<file path="config.mk">
export PLATFORM = sky130hd
export DESIGN_NAME = mem_stage_sb
export DESIGN_NICKNAME = d
export VERILOG_FILES = /design/src/rtl/mem_stage_sb.sv
export SDC_FILE = /design/constraint.sdc
export NUM_CORES = 1
export LEC_CHECK = 0
export ABC_AREA = 1
export CAP_MARGIN = 10
export CELL_PAD_IN_SITES_DETAIL_PLACEMENT = 2
export CELL_PAD_IN_SITES_GLOBAL_PLACEMENT = 2
export CORE_MARGIN = 3
export CORE_UTILIZATION = 31
export DETAILED_ROUTE_END_ITERATION = 6
export PLACE_DENSITY = 0.82
export SYNTH_ARGS = -nofsm -noshare
export SYNTH_HDL_FRONTEND = slang
export SYNTH_SLANG_ARGS = --single-unit
</file>
<file path="constraint.sdc">
create_clock -name clk -period 5.95 [get_ports clk]
set_clock_uncertainty 0.2 [all_clocks]
set_input_delay 1.19 -clock clk [delete_from_list [all_inputs] [get_ports clk]]
set_output_delay 1.19 -clock clk [all_outputs]
set_load 0.005 [all_outputs]
</file>
<file path="src/rtl/mem_stage_sb.sv">
// mem_stage_sb: pipeline memory stage with a posted store buffer draining to a handshaked data port.
// Build macro SB_FWD_EN enables full-coverage store-to-load forwarding from the youngest matching entry.
module mem_stage_sb #(
  parameter int DATA_WIDTH = 32,
  parameter int ADDR_WIDTH = 32,
  parameter int SB_DEPTH   = 4
) (
  input  logic                    clk,
  input  logic                    rst_n,
  input  logic                    mem_write,
  input  logic                    mem_read,
  input  logic [1:0]              type_control,
  input  logic                    sign_ext_flag,
  input  logic [ADDR_WIDTH-1:0]   alu_result,
  input  logic [DATA_WIDTH-1:0]   write_data,
  output logic [ADDR_WIDTH-1:0]   alu_result_o,
  output logic [DATA_WIDTH-1:0]   read_data,
  output logic                    stall,
  output logic                    sb_empty,
  output logic                    dmem_req,
  output logic                    dmem_we,
  output logic [ADDR_WIDTH-1:0]   dmem_addr,
  output logic [DATA_WIDTH-1:0]   dmem_wdata,
  output logic [DATA_WIDTH/8-1:0] dmem_wstrb,
  input  logic                    dmem_ready,
  input  logic [DATA_WIDTH-1:0]   dmem_rdata
);
  localparam int NB   = DATA_WIDTH / 8;
  localparam int OFFW = $clog2(NB);
  localparam int PTRW = $clog2(SB_DEPTH);
  localparam int CNTW = PTRW + 1;

  typedef enum logic [1:0] {IDLE = 2'd0, LOAD_REQ = 2'd1, LOAD_RESP = 2'd2} state_e;

  state_e                state_q, state_d;
  logic [ADDR_WIDTH-1:0] sb_addr_q [SB_DEPTH];
  logic [DATA_WIDTH-1:0] sb_data_q [SB_DEPTH];
  logic [NB-1:0]         sb_strb_q [SB_DEPTH];
  logic [SB_DEPTH-1:0]   sb_valid_q;
  logic [PTRW-1:0]       wr_ptr_q, rd_ptr_q;
  logic [CNTW-1:0]       count_q;

  logic [1:0]            size_lg_s;
  logic [OFFW-1:0]       off_s;
  logic [NB-1:0]         acc_mask_s;
  logic [ADDR_WIDTH-1:0] line_addr_s;
  logic [DATA_WIDTH-1:0] st_data_s;
  logic                  hazard_s, fwd_hit_s, full_s;
  logic [DATA_WIDTH-1:0] fwd_data_s, ld_src_s;
  logic                  drain_en_s, pop_s, push_s, load_done_s;

  // Shift selected lanes down and extend from the access-size sign bit.
  function automatic logic [DATA_WIDTH-1:0] extract_lanes(input logic [DATA_WIDTH-1:0] src,
                                                          input logic [OFFW-1:0] off,
                                                          input logic [1:0] lg, input logic sext);
    logic [DATA_WIDTH-1:0] sh, ext;
    sh  = src >> {off, 3'b000};
    ext = sh;
    case (lg)
      2'd0: begin ext = {DATA_WIDTH{sext & sh[7]}};  ext[7:0]  = sh[7:0];  end
      2'd1: begin ext = {DATA_WIDTH{sext & sh[15]}}; ext[15:0] = sh[15:0]; end
      2'd2: begin ext = {DATA_WIDTH{sext & sh[31]}}; ext[31:0] = sh[31:0]; end
      default: ext = sh;
    endcase
    return ext;
  endfunction

  assign alu_result_o = alu_result;
  assign sb_empty     = (count_q == CNTW'(0));
  assign full_s       = (count_q == CNTW'(SB_DEPTH));
  assign line_addr_s  = alu_result & ~ADDR_WIDTH'(NB - 1);
  assign st_data_s    = write_data << {off_s, 3'b000};
  assign pop_s        = drain_en_s & dmem_ready;

  // Access size, size-masked lane offset and byte mask of the current access.
  always_comb begin
    case (type_control)
      2'b00:   size_lg_s = 2'd0;
      2'b01:   size_lg_s = 2'd1;
      2'b10:   size_lg_s = 2'd2;
      2'b11:   size_lg_s = (NB == 8) ? 2'd3 : 2'd2;
      default: size_lg_s = 2'd2;
    endcase
    for (int b = 0; b < OFFW; b++) off_s[b] = alu_result[b] & (b >= int'(size_lg_s));
    case (size_lg_s)
      2'd0:    acc_mask_s = NB'(1'b1) << off_s;
      2'd1:    acc_mask_s = NB'(2'b11) << off_s;
      2'd2:    acc_mask_s = NB'(4'hF) << off_s;
      default: acc_mask_s = {NB{1'b1}};
    endcase
  end

  // Overlap scan from oldest to youngest so the last match seen is the youngest.
  always_comb begin
    logic [PTRW-1:0] idx;
    idx        = PTRW'(0);
    hazard_s   = 1'b0;
    fwd_hit_s  = 1'b0;
    fwd_data_s = {DATA_WIDTH{1'b0}};
    for (int k = 0; k < SB_DEPTH; k++) begin
      idx = rd_ptr_q + PTRW'(k);
      if (sb_valid_q[idx] && (sb_addr_q[idx] == line_addr_s) &&
          ((sb_strb_q[idx] & acc_mask_s) != NB'(0))) begin
        hazard_s = 1'b1;
`ifdef SB_FWD_EN
        fwd_hit_s  = ((sb_strb_q[idx] & acc_mask_s) == acc_mask_s);
        fwd_data_s = sb_data_q[idx];
`endif
      end else begin
        hazard_s = hazard_s;
      end
    end
  end

  // Head entry may use the port whenever no load owns it.
  always_comb begin
    drain_en_s = 1'b0;
    if (rst_n && !sb_empty) begin
      case (state_q)
        IDLE:      drain_en_s = !(mem_read && !hazard_s);
        LOAD_RESP: drain_en_s = 1'b1;
        default:   drain_en_s = 1'b0;
      endcase
    end else begin
      drain_en_s = 1'b0;
    end
  end

  // Load FSM next state, store enqueue decision and port/result outputs.
  always_comb begin
    state_d     = state_q;
    stall       = 1'b0;
    push_s      = 1'b0;
    load_done_s = 1'b0;
    ld_src_s    = dmem_rdata;
    dmem_req    = 1'b0;
    dmem_we     = 1'b0;
    dmem_addr   = {ADDR_WIDTH{1'b0}};
    dmem_wdata  = {DATA_WIDTH{1'b0}};
    dmem_wstrb  = {NB{1'b0}};
    if (!rst_n) begin
      state_d = IDLE;
    end else begin
      case (state_q)
        IDLE: begin
          if (mem_read && !hazard_s) begin
            dmem_req  = 1'b1;
            dmem_addr = line_addr_s;
            stall     = 1'b1;
            state_d   = dmem_ready ? LOAD_RESP : LOAD_REQ;
          end else if (mem_read && fwd_hit_s) begin
            load_done_s = 1'b1;
            ld_src_s    = fwd_data_s;
          end else if (mem_read) begin
            stall = 1'b1;
          end else if (mem_write) begin
            push_s = !full_s || pop_s;
            stall  = full_s && !pop_s;
          end else begin
            stall = 1'b0;
          end
        end
        LOAD_REQ: begin
          dmem_req  = 1'b1;
          dmem_addr = line_addr_s;
          stall     = 1'b1;
          state_d   = dmem_ready ? LOAD_RESP : LOAD_REQ;
        end
        LOAD_RESP: begin
          load_done_s = 1'b1;
          state_d     = IDLE;
        end
        default: state_d = IDLE;
      endcase
      if (drain_en_s) begin
        dmem_req   = 1'b1;
        dmem_we    = 1'b1;
        dmem_addr  = sb_addr_q[rd_ptr_q];
        dmem_wdata = sb_data_q[rd_ptr_q];
        dmem_wstrb = sb_strb_q[rd_ptr_q];
      end else begin
        dmem_we = 1'b0;
      end
    end
    read_data = load_done_s ? extract_lanes(ld_src_s, off_s, size_lg_s, sign_ext_flag)
                            : {DATA_WIDTH{1'b0}};
  end

  // FSM state and store-buffer FIFO storage; a full buffer may pop and push in one cycle.
  always_ff @(posedge clk or negedge rst_n) begin
    if (!rst_n) begin
      state_q    <= IDLE;
      wr_ptr_q   <= PTRW'(0);
      rd_ptr_q   <= PTRW'(0);
      count_q    <= CNTW'(0);
      sb_valid_q <= {SB_DEPTH{1'b0}};
      for (int i = 0; i < SB_DEPTH; i++) begin
        sb_addr_q[i] <= {ADDR_WIDTH{1'b0}};
        sb_data_q[i] <= {DATA_WIDTH{1'b0}};
        sb_strb_q[i] <= {NB{1'b0}};
      end
    end else begin
      state_q <= state_d;
      if (pop_s) begin
        sb_valid_q[rd_ptr_q] <= 1'b0;
        rd_ptr_q             <= rd_ptr_q + PTRW'(1);
      end
      if (push_s) begin
        sb_valid_q[wr_ptr_q] <= 1'b1;
        sb_addr_q[wr_ptr_q]  <= line_addr_s;
        sb_data_q[wr_ptr_q]  <= st_data_s;
        sb_strb_q[wr_ptr_q]  <= acc_mask_s;
        wr_ptr_q             <= wr_ptr_q + PTRW'(1);
      end
      count_q <= count_q + CNTW'(push_s) - CNTW'(pop_s);
    end
  end
endmodule

</file>
==> flow_summary.rst, run 1 <==
.. list-table::
   :header-rows: 1

   * - Metric
     - Value
   * - Average wire length per cell after detail routing
     - 25.1 µm
   * - Cell type with the highest aggregate area in the netlist
     - dfrtp_1
   * - Area of the core
     - 0.0633 mm²
   * - H-tree depth
     - 2
   * - Ports placed on the boundary
     - 240
   * - Maximum number of pins on one net before global-route repair
     - 135
   * - Fmax
     - 0.167 GHz
   * - Pre-CTS setup slack
     - -0.265 ns
   * - DRC
     - 0
   * - Switching power
     - 7.47 mW
   * - Total via count after detailed routing
     - 23,707
   * - Vias per inst
     - 5.84
   * - Cell row count
     - 92
   * - Worst vdd ir
     - 0.310 mV
   * - Worst Setup End Kind
     - output port
   * - Source-to-sink clock delay at the later pin of the worst-skew pair
     - 0.58 ns
   * - Overall routed net length
     - 102 mm
   * - Detailed-routing iteration count for the pre-antenna-repair pass
     - 5
   * - Fraction of synthesis flops using an asynchronous set or reset pin
     - 100%
   * - Total setup violations reported at the end of the flow
     - 4
   * - Class of the most critical hold timing path
     - flop to flop
   * - Number of synthesized flops with an enable pin
     - 0
   * - Post-Syn Instances
     - 3,092
   * - Internal Pwr Total
     - 6.78 mW
   * - Diode insertion count for antenna repair
     - 0
   * - Data arrival at the endpoint of the critical path
     - 4.58 ns
   * - Mapped cell area
     - 0.0199 mm²
   * - Total of warnings raised by yosys
     - 0
   * - Maximum fanout encountered on the critical timing path
     - 36
   * - Total overflow reported by the global router
     - 0
   * - Initial standard-cell utilization of the core
     - 31.4%
   * - Post-route minimum period
     - 5.97 ns
   * - Number of standard cells in the layout, taps in and fillers out
     - 4,061
   * - Post-route cell area
     - 0.0248 mm²
   * - Period utilization
     - 100%
   * - Area grow syn2layout
     - 24.6%
   * - Area of the die
     - 0.0673 mm²
   * - Post-DRT Antenna Nets
     - 0
   * - Fraction of power spent switching nets
     - 52.4%
   * - Seq cells post-synth
     - 277
   * - Footprint of the flip-flops and latches
     - 0.00694 mm²
   * - CP startpoint kind
     - flop
   * - Violation count after the first detailed-routing iteration
     - 1,715
   * - Seq pwr share
     - 23.3%
   * - Run status
     - finished with violations
   * - Main flop type after synthesis
     - dfrtp_1
   * - Max-slew violation total from the final report
     - 0
   * - Number of buffers added by the clock tree synthesis step
     - 37
   * - Clock slew at the register clock pins of the worst setup and hold paths
     - 0.06 ns
   * - Total leakage power
     - 12.1 nW
   * - Hold buffer count at cts
     - 0
   * - Final design utilization
     - 39.1%
   * - Clock tree sinks
     - 277
   * - Vertical die dimension
     - 259 µm
   * - Post-route setup slack
     - -0.0214 ns
   * - Die width
     - 259 µm
   * - Clk buf depth
     - 3
   * - Cell types occupying the most area after synthesis
     - dfrtp_1 35%, nand2_1 25%, nand3_1 9.5%, nand4_1 8.8%, a21oi_1 3.2%
   * - Multi-input combinational cell area
     - 0.0114 mm²
   * - Slew headroom
     - 32.3%
   * - Proportion of layout cells with a drive suffix above 1
     - 7.34%
   * - Fraction of synthesized cell area taken by the top area cell type
     - 34.8%
   * - Global router's overall resource usage
     - 29.2%
   * - Global-route wire length before repair
     - 155 mm
   * - Distinct cell type count after synthesis
     - 38
   * - Count of buffers from port buffering
     - 237
   * - RePlAce Congestion
     - 0.856
   * - Violated checks
     - negative setup slack
   * - Mapped Avg Cell Area
     - 6.43 µm²
   * - Most numerous cell in the Yosys netlist
     - nand2_1
   * - Clock tree root driver cell
     - clkbuf_16
   * - CP required
     - 4.56 ns
   * - Placement-stage cell area
     - 0.0229 mm²
   * - Clock tree from TritonCTS
     - done
   * - Least-Margin Pin Slew
     - 1.02 ns
   * - Comb power frac
     - 59.5%
   * - Most used standard cells in the synthesized netlist
     - 1,305 x nand2_1, 377 x nand3_1, 281 x nand4_1, 277 x dfrtp_1, 141 x clkbuf_1
   * - Pwr dens
     - 575 mW/mm²
   * - Half-perimeter wire length after detailed placement
     - 61.3 mm
   * - Number of filler cells placed in the layout
     - 7,462
   * - Vias in the first global route
     - 26,479
   * - Class of the most critical setup path
     - flop to output port
   * - # nets final
     - 3,304
   * - Fraction of the yosys area taken by sequential cells
     - 34.8%
   * - Initial antenna violation count
     - 1
   * - Max capacitance violation total
     - 0
   * - Fin. Hold Viols
     - 0
   * - Placed Cells
     - 3,979
   * - Share of total power in the clock network
     - 17.2%
==> critical path, stage by stage, from the launching register on <==
cell and delay (ns):
dfrtp_4 0.49, inv_8 0.08, ha_4 0.41, buf_4 0.18, clkbuf_16 0.20, nand3_1 0.09
nand2_1 0.08, xor2_1 0.15, nand2_1 0.14, nor2_4 0.16, nand3_1 0.16, nor2_1 0.16
nand2_1 0.08, nand2_1 0.09, inv_2 0.06, nand3_2 0.11, nand2_2 0.12, buf_12 0.24
a221oi_1 0.32, clkdlybuf4s50_1 0.60
==> cells in the final DEF, fill, tap and decap left out, types with 3 or more instances in the layout <==
cell type	synthesis	final
nand3_1	377	376
nand2_2	0	3
inv_1	104	102
nor2_1	114	104
o211ai_1	28	28
a221oi_1	32	14
and2_1	4	4
nor2_4	0	5
buf_16	0	10
ha_2	0	4
nor3_1	4	4
clkinv_2	0	4
bufinv_16	0	3
o21ai_0	62	61
nand2_1	1305	1302
clkdlybuf4s50_1	0	226
nand4_1	281	281
xor2_1	14	14
dfrtp_1	277	275
o21ai_1	16	16
ha_1	10	5
clkbuf_1	141	4
a221oi_2	0	15
clkbuf_8	0	14
buf_12	0	7
o22ai_1	10	10
nand3_4	1	5
buf_4	55	90
a221oi_4	0	3
a21oi_1	126	123
a31oi_1	7	7
nor2_2	1	6
dlymetal6s2s_1	0	9
clkbuf_16	0	40
==> routing by layer <==
metal / wire length (µm) / global-route usage, % / vias to the layer above
met5: 13 / 0 / -
met2: 49900 / 50.5 / 788
met4: 3800 / 12.6 / 2
met3: 5780 / 5.41 / 203
li1: - / - / 10526
met1: 42300 / 35.3 / 12188
==> flip-flops by register name (all words and copies together) (netlist names) <==
signal      count
sb_strb_q      16
sb_data_q     128
wr_ptr_q        2
rd_ptr_q        2
count_q         3
sb_valid_q      4
sb_addr_q     120
state_q         2
==> repair_timing <==
action                                  in CTS  in global routing
setup buffers                                0                  7
resized for setup                           30                 43
endpoints found under the setup margin      67                 67
cloned                                       6                  4
pin swaps                                    0                  5
==> layout make-up <==
class,instances,area share [%]
Clock buffer,55,4.57
Clock inverter,10,0.712
Inverter,110,1.78
Multi-Input combinational cell,2411,45.9
Sequential cell,277,28.0
Tap cell,846,4.27
Timing Repair Buffer,350,14.7
Timing Repair inverter,2,0.0606
==> per-stage QoR <==
step / hold slack, ns / power [mW] / TNS (ns)
after floorplan: 0.242 / 8.04 / 0
after global placement: 0.254 / 10.3 / -0.120
after detailed placement: 0.259 / 10.8 / -1.83
after CTS: 0.276 / 13.9 / 0
after global routing: 0.302 / 15.2 / -4.86
final: 0.273 / 14.2 / -0.0325
==> power by group through the flow <==
stage,clock (mW),combinational [mW],sequential (mW)
finish,2.45,8.47,3.32
global route,2.54,9.25,3.40
CTS,2.47,8.10,3.28
detailed placement,0,7.52,3.27
global placement,0,7.06,3.21
floorplan,0,4.98,3.07
==> kinds of logic (layout without fill, tap and decap cells) <==
logic type,after synthesis,count (layout),synth area share (%)
flops,277,277,34.8
simple gates,2096,2096,45.9
compound gates,284,284,8.25
other cells,1,2,0.0188
xor+xnor,16,16,0.704
buf+inv,405,527,9.50
mux,2,2,0.101
fa+ha+maj,11,11,0.730
==> final timing paths <==
kind | startpoint | endpoint | slack, ns | cells after the start
setup / recovery | rd_ptr_q[0]$_DFFE_PN0N_ | dmem_wdata[2] | -0.02 | 19
hold / removal | sb_data_q[63]$_DFFE_PN0P_ | sb_data_q[63]$_DFFE_PN0P_ | 0.27 | 2
setup reg to reg | rd_ptr_q[0]$_DFFE_PN0N_ | count_q[1]$_DFF_PN0_ | 0.99 | 26
hold reg to reg | sb_data_q[63]$_DFFE_PN0P_ | sb_data_q[63]$_DFFE_PN0P_ | 0.27 | 2
max in group asynchronous | rst_n | sb_data_q[60]$_DFFE_PN0P_ | 3.23 | 3
min in group asynchronous | rst_n | sb_addr_q[83]$_DFFE_PN0P_ | 0.30 | 1
No activity file was read; power rests on OpenSTA's default activity.
==> run 2, diff against run 1 <==
==> config.mk (replaced) <==
export PLATFORM = sky130hd
export DESIGN_NAME = mem_stage_sb
export DESIGN_NICKNAME = d
export VERILOG_FILES = /design/src/rtl/mem_stage_sb.sv
export SDC_FILE = /design/constraint.sdc
export NUM_CORES = 1
export LEC_CHECK = 0
export CAP_MARGIN = 10
export CELL_PAD_IN_SITES_DETAIL_PLACEMENT = 2
export CELL_PAD_IN_SITES_GLOBAL_PLACEMENT = 2
export CORE_MARGIN = 3
export CORE_UTILIZATION = 38
export DETAILED_ROUTE_END_ITERATION = 6
export PLACE_DENSITY = 0.84
export SYNTH_ARGS = -nofsm -noshare
export SYNTH_HDL_FRONTEND = slang
export SYNTH_SLANG_ARGS = --single-unit
==> constraint.sdc (replaced) <==
create_clock -name clk -period 7.6 [get_ports clk]
set_clock_uncertainty 0.2 [all_clocks]
set_input_delay 1.52 -clock clk [delete_from_list [all_inputs] [get_ports clk]]
set_output_delay 1.52 -clock clk [all_outputs]
set_load 0.005 [all_outputs]
==> flow_summary.rst, run 2 <==
.. list-table::
   :header-rows: 1

   * - Metric
     - Value
   * - Clock slew at the register clock pins of the worst setup and hold paths
     - 0.06 ns
   * - CP required
     - 5.88 ns
   * - CP startpoint kind
     - flop
   * - Violation count after the first detailed-routing iteration
     - 1,147
   * - Ports placed on the boundary
     - 240
   * - Worst vdd ir
     - 0.330 mV
   * - Hold buffer count at cts
     - 0
   * - Top Registers
     - sb_data_q x128, sb_addr_q x120, sb_strb_q x16
   * - Placed Cells
     - 2,464
   * - # nets final
     - 1,960
   * - Global router's overall resource usage
     - 27.1%
   * - Total overflow reported by the global router
     - 0
   * - Cell row count
     - 80
   * - Mapped Avg Cell Area
     - 11.0 µm²
   * - Initial standard-cell utilization of the core
     - 38.8%
   * - Fraction of synthesized cell area taken by the top area cell type
     - 37.0%
   * - Average wire length per cell after detail routing
     - 28.2 µm
   * - Maximum fanout encountered on the critical timing path
     - 27
   * - Seq cells post-synth
     - 277
   * - Number of standard cells in the layout, taps in and fillers out
     - 2,527
   * - Total of warnings raised by yosys
     - 0
   * - Total setup violations reported at the end of the flow
     - 0
   * - Most numerous cell in the Yosys netlist
     - dfrtp_1
   * - Area of the die
     - 0.0520 mm²
   * - Number of synthesized flops with an enable pin
     - 0
   * - Total via count after detailed routing
     - 15,226
   * - Post-route setup slack
     - 0.492 ns
   * - Pwr dens
     - 446 mW/mm²
   * - Area of the core
     - 0.0482 mm²
   * - Clk buf depth
     - 3
   * - Count of buffers from port buffering
     - 237
   * - Period utilization
     - 93.5%
   * - Post-route minimum period
     - 7.11 ns
   * - Fraction of the yosys area taken by sequential cells
     - 37.0%
   * - Mapped cell area
     - 0.0187 mm²
   * - Class of the most critical hold timing path
     - flop to flop
   * - Main flop type after synthesis
     - dfrtp_1
   * - Global-route wire length before repair
     - 109 mm
   * - Area grow syn2layout
     - 20.5%
   * - Commonest non-fill, non-tap cell in the layout
     - dfrtp_1
   * - Worst Setup End Kind
     - output port
   * - Worst Hold Margin
     - 0.284 ns
   * - Data arrival at the endpoint of the critical path
     - 5.39 ns
   * - Fin. Hold Viols
     - 0
   * - Max capacitance violation total
     - 0
   * - Cell type with the highest aggregate area in the netlist
     - dfrtp_1
   * - Source-to-sink clock delay at the later pin of the worst-skew pair
     - 0.56 ns
   * - Total leakage power
     - 9.47 nW
   * - Fraction of synthesis flops using an asynchronous set or reset pin
     - 100%
   * - Placement-stage cell area
     - 0.0214 mm²
   * - Class of the most critical setup path
     - flop to output port
   * - Distinct cell type count after synthesis
     - 72
   * - H-tree depth
     - 2
   * - Pre-CTS setup slack
     - 0.610 ns
   * - Post-CTS sizing
     - 0
   * - Cell types occupying the most area after synthesis
     - dfrtp_1 37%, mux4_2 15%, mux2_2 8.9%, mux2i_1 5.3%, nand2_1 4.8%
   * - Clock tree from TritonCTS
     - done
   * - Post-Syn Instances
     - 1,704
   * - Half-perimeter wire length after detailed placement
     - 48.8 mm
   * - Flip-flop count of the largest register, all copies and words added
     - 128
   * - Vias in the first global route
     - 16,973
   * - Diode insertion count for antenna repair
     - 0
   * - Most used standard cells in the synthesized netlist
     - 277 x dfrtp_1, 240 x nand2_1, 148 x mux2_2, 146 x o21ai_0, 128 x mux4_2
   * - Clock tree root driver cell
     - clkbuf_16
   * - Initial antenna violation count
     - 4
   * - Vertical die dimension
     - 228 µm
   * - RePlAce Congestion
     - 0.859
   * - Overall routed net length
     - 71.3 mm
   * - Clock tree sinks
     - 277
   * - Proportion of layout cells with a drive suffix above 1
     - 23.5%
   * - Number of post-CTS setup repair buffers
     - 0
   * - Slew headroom
     - 30.3%
   * - Max-slew violation total from the final report
     - 0
   * - Detailed-routing iteration count for the pre-antenna-repair pass
     - 6
   * - Vias per inst
     - 6.03
   * - Largest reg by FF count
     - sb_data_q
   * - Die width
     - 228 µm
   * - Post-route cell area
     - 0.0226 mm²
   * - Fmax
     - 0.141 GHz
   * - Maximum number of pins on one net before global-route repair
     - 138
   * - Top library cells by usage in the layout, fill and taps aside
     - 275 x dfrtp_1, 236 x nand2_1, 236 x clkdlybuf4s50_1
   * - Final setup TNS
     - 0 ns
   * - Run status
     - completed
   * - RSZ-0062 raised after global routing
     - no
   * - Least-Margin Pin Slew
     - 1.05 ns
   * - Total power after layout
     - 10.1 mW
   * - Number of buffers added by the clock tree synthesis step
     - 35
   * - Final design utilization
     - 46.8%
   * - DRC
     - 0
   * - Post-DRT Antenna Nets
     - 0
==> run 2: cell types whose count changed in the layout (fill, tap and decap cells not counted), moves of 46 or more <==
cell / before / now
nor2_1: 104 / 47
inv_1: 102 / 34
xnor2_1: 2 / 71
mux2i_1: 2 / 100
mux4_2: 0 / 128
buf_4: 90 / 44
nand3_1: 376 / 7
a21oi_1: 123 / 58
o21ai_0: 61 / 146
nand2_1: 1302 / 236
mux2_2: 0 / 148
nand4_1: 281 / 15
==> run 2: cell families after synthesis <==
kind of cell / Yosys count / synth area share [%]
AO/OA/AOI/OAI: 309 / 10.9
multiplexers: 381 / 30.3
AND/OR/NAND/NOR: 394 / 9.39
flip-flops: 277 / 37.0
buffers and inverters: 219 / 6.37
adder cells (fa/ha/maj): 11 / 0.774
other: 1 / 0.0200
XOR/XNOR: 112 / 5.23
==> run 2: layout make-up <==
class                           instances  area (µm²)
Clock buffer                           49        1030
Inverter                               35         131
Multi-Input combinational cell       1209       10700
Timing Repair Buffer                  287        2830
Clock inverter                         14         143
Sequential cell                       277        6940
Fill cell                            4887       25700
Tap cell                              656         821
==> run 2: power breakdown <==
part / total (mW) / switching, mW / internal (mW)
clock network: 1.73 / 0.707 / 1.02
logic: 5.48 / 2.83 / 2.65
registers: 2.86 / 0.719 / 2.14
==> run 2: worst paths after layout <==
path	startpoint	to	slack (ns)	depth (start not counted)
max in group asynchronous	rst_n	sb_data_q[69]$_DFFE_PN0P_	3.33	4
worst min-delay path	sb_data_q[9]$_DFFE_PN0P_	sb_data_q[9]$_DFFE_PN0P_	0.28	2
min in group asynchronous	rst_n	sb_addr_q[34]$_DFFE_PN0P_	0.73	1
worst min register to register	sb_data_q[9]$_DFFE_PN0P_	sb_data_q[9]$_DFFE_PN0P_	0.28	2
worst max register to register	rd_ptr_q[0]$_DFFE_PN0N_	count_q[2]$_DFF_PN0_	1.99	18
worst max-delay path	rd_ptr_q[0]$_DFFE_PN0N_	dmem_addr[28]	0.49	13
==> run 2: metal layers <==
| layer | global-route usage (%) | routed length (µm) |
|---|---|---|
| met1 | 32.4 | 27900 |
| met2 | 47.8 | 36600 |
| met3 | 4.52 | 3360 |
| met4 | 12.1 | 3390 |
| met5 | 0 | 55 |
==> run 2: worst max-delay path: stages (launching register included) <==
cell and delay [ns]:
dfrtp_4 0.70, inv_2 0.11, ha_4 0.63, buf_12 0.29, mux4_2 0.55, xor2_1 0.20
nor4_1 0.53, nand4_1 0.15, nand4bb_1 0.28, o211ai_4 0.20, or2_1 0.20, buf_12 0.21
a32o_2 0.20, clkdlybuf4s50_1 0.52
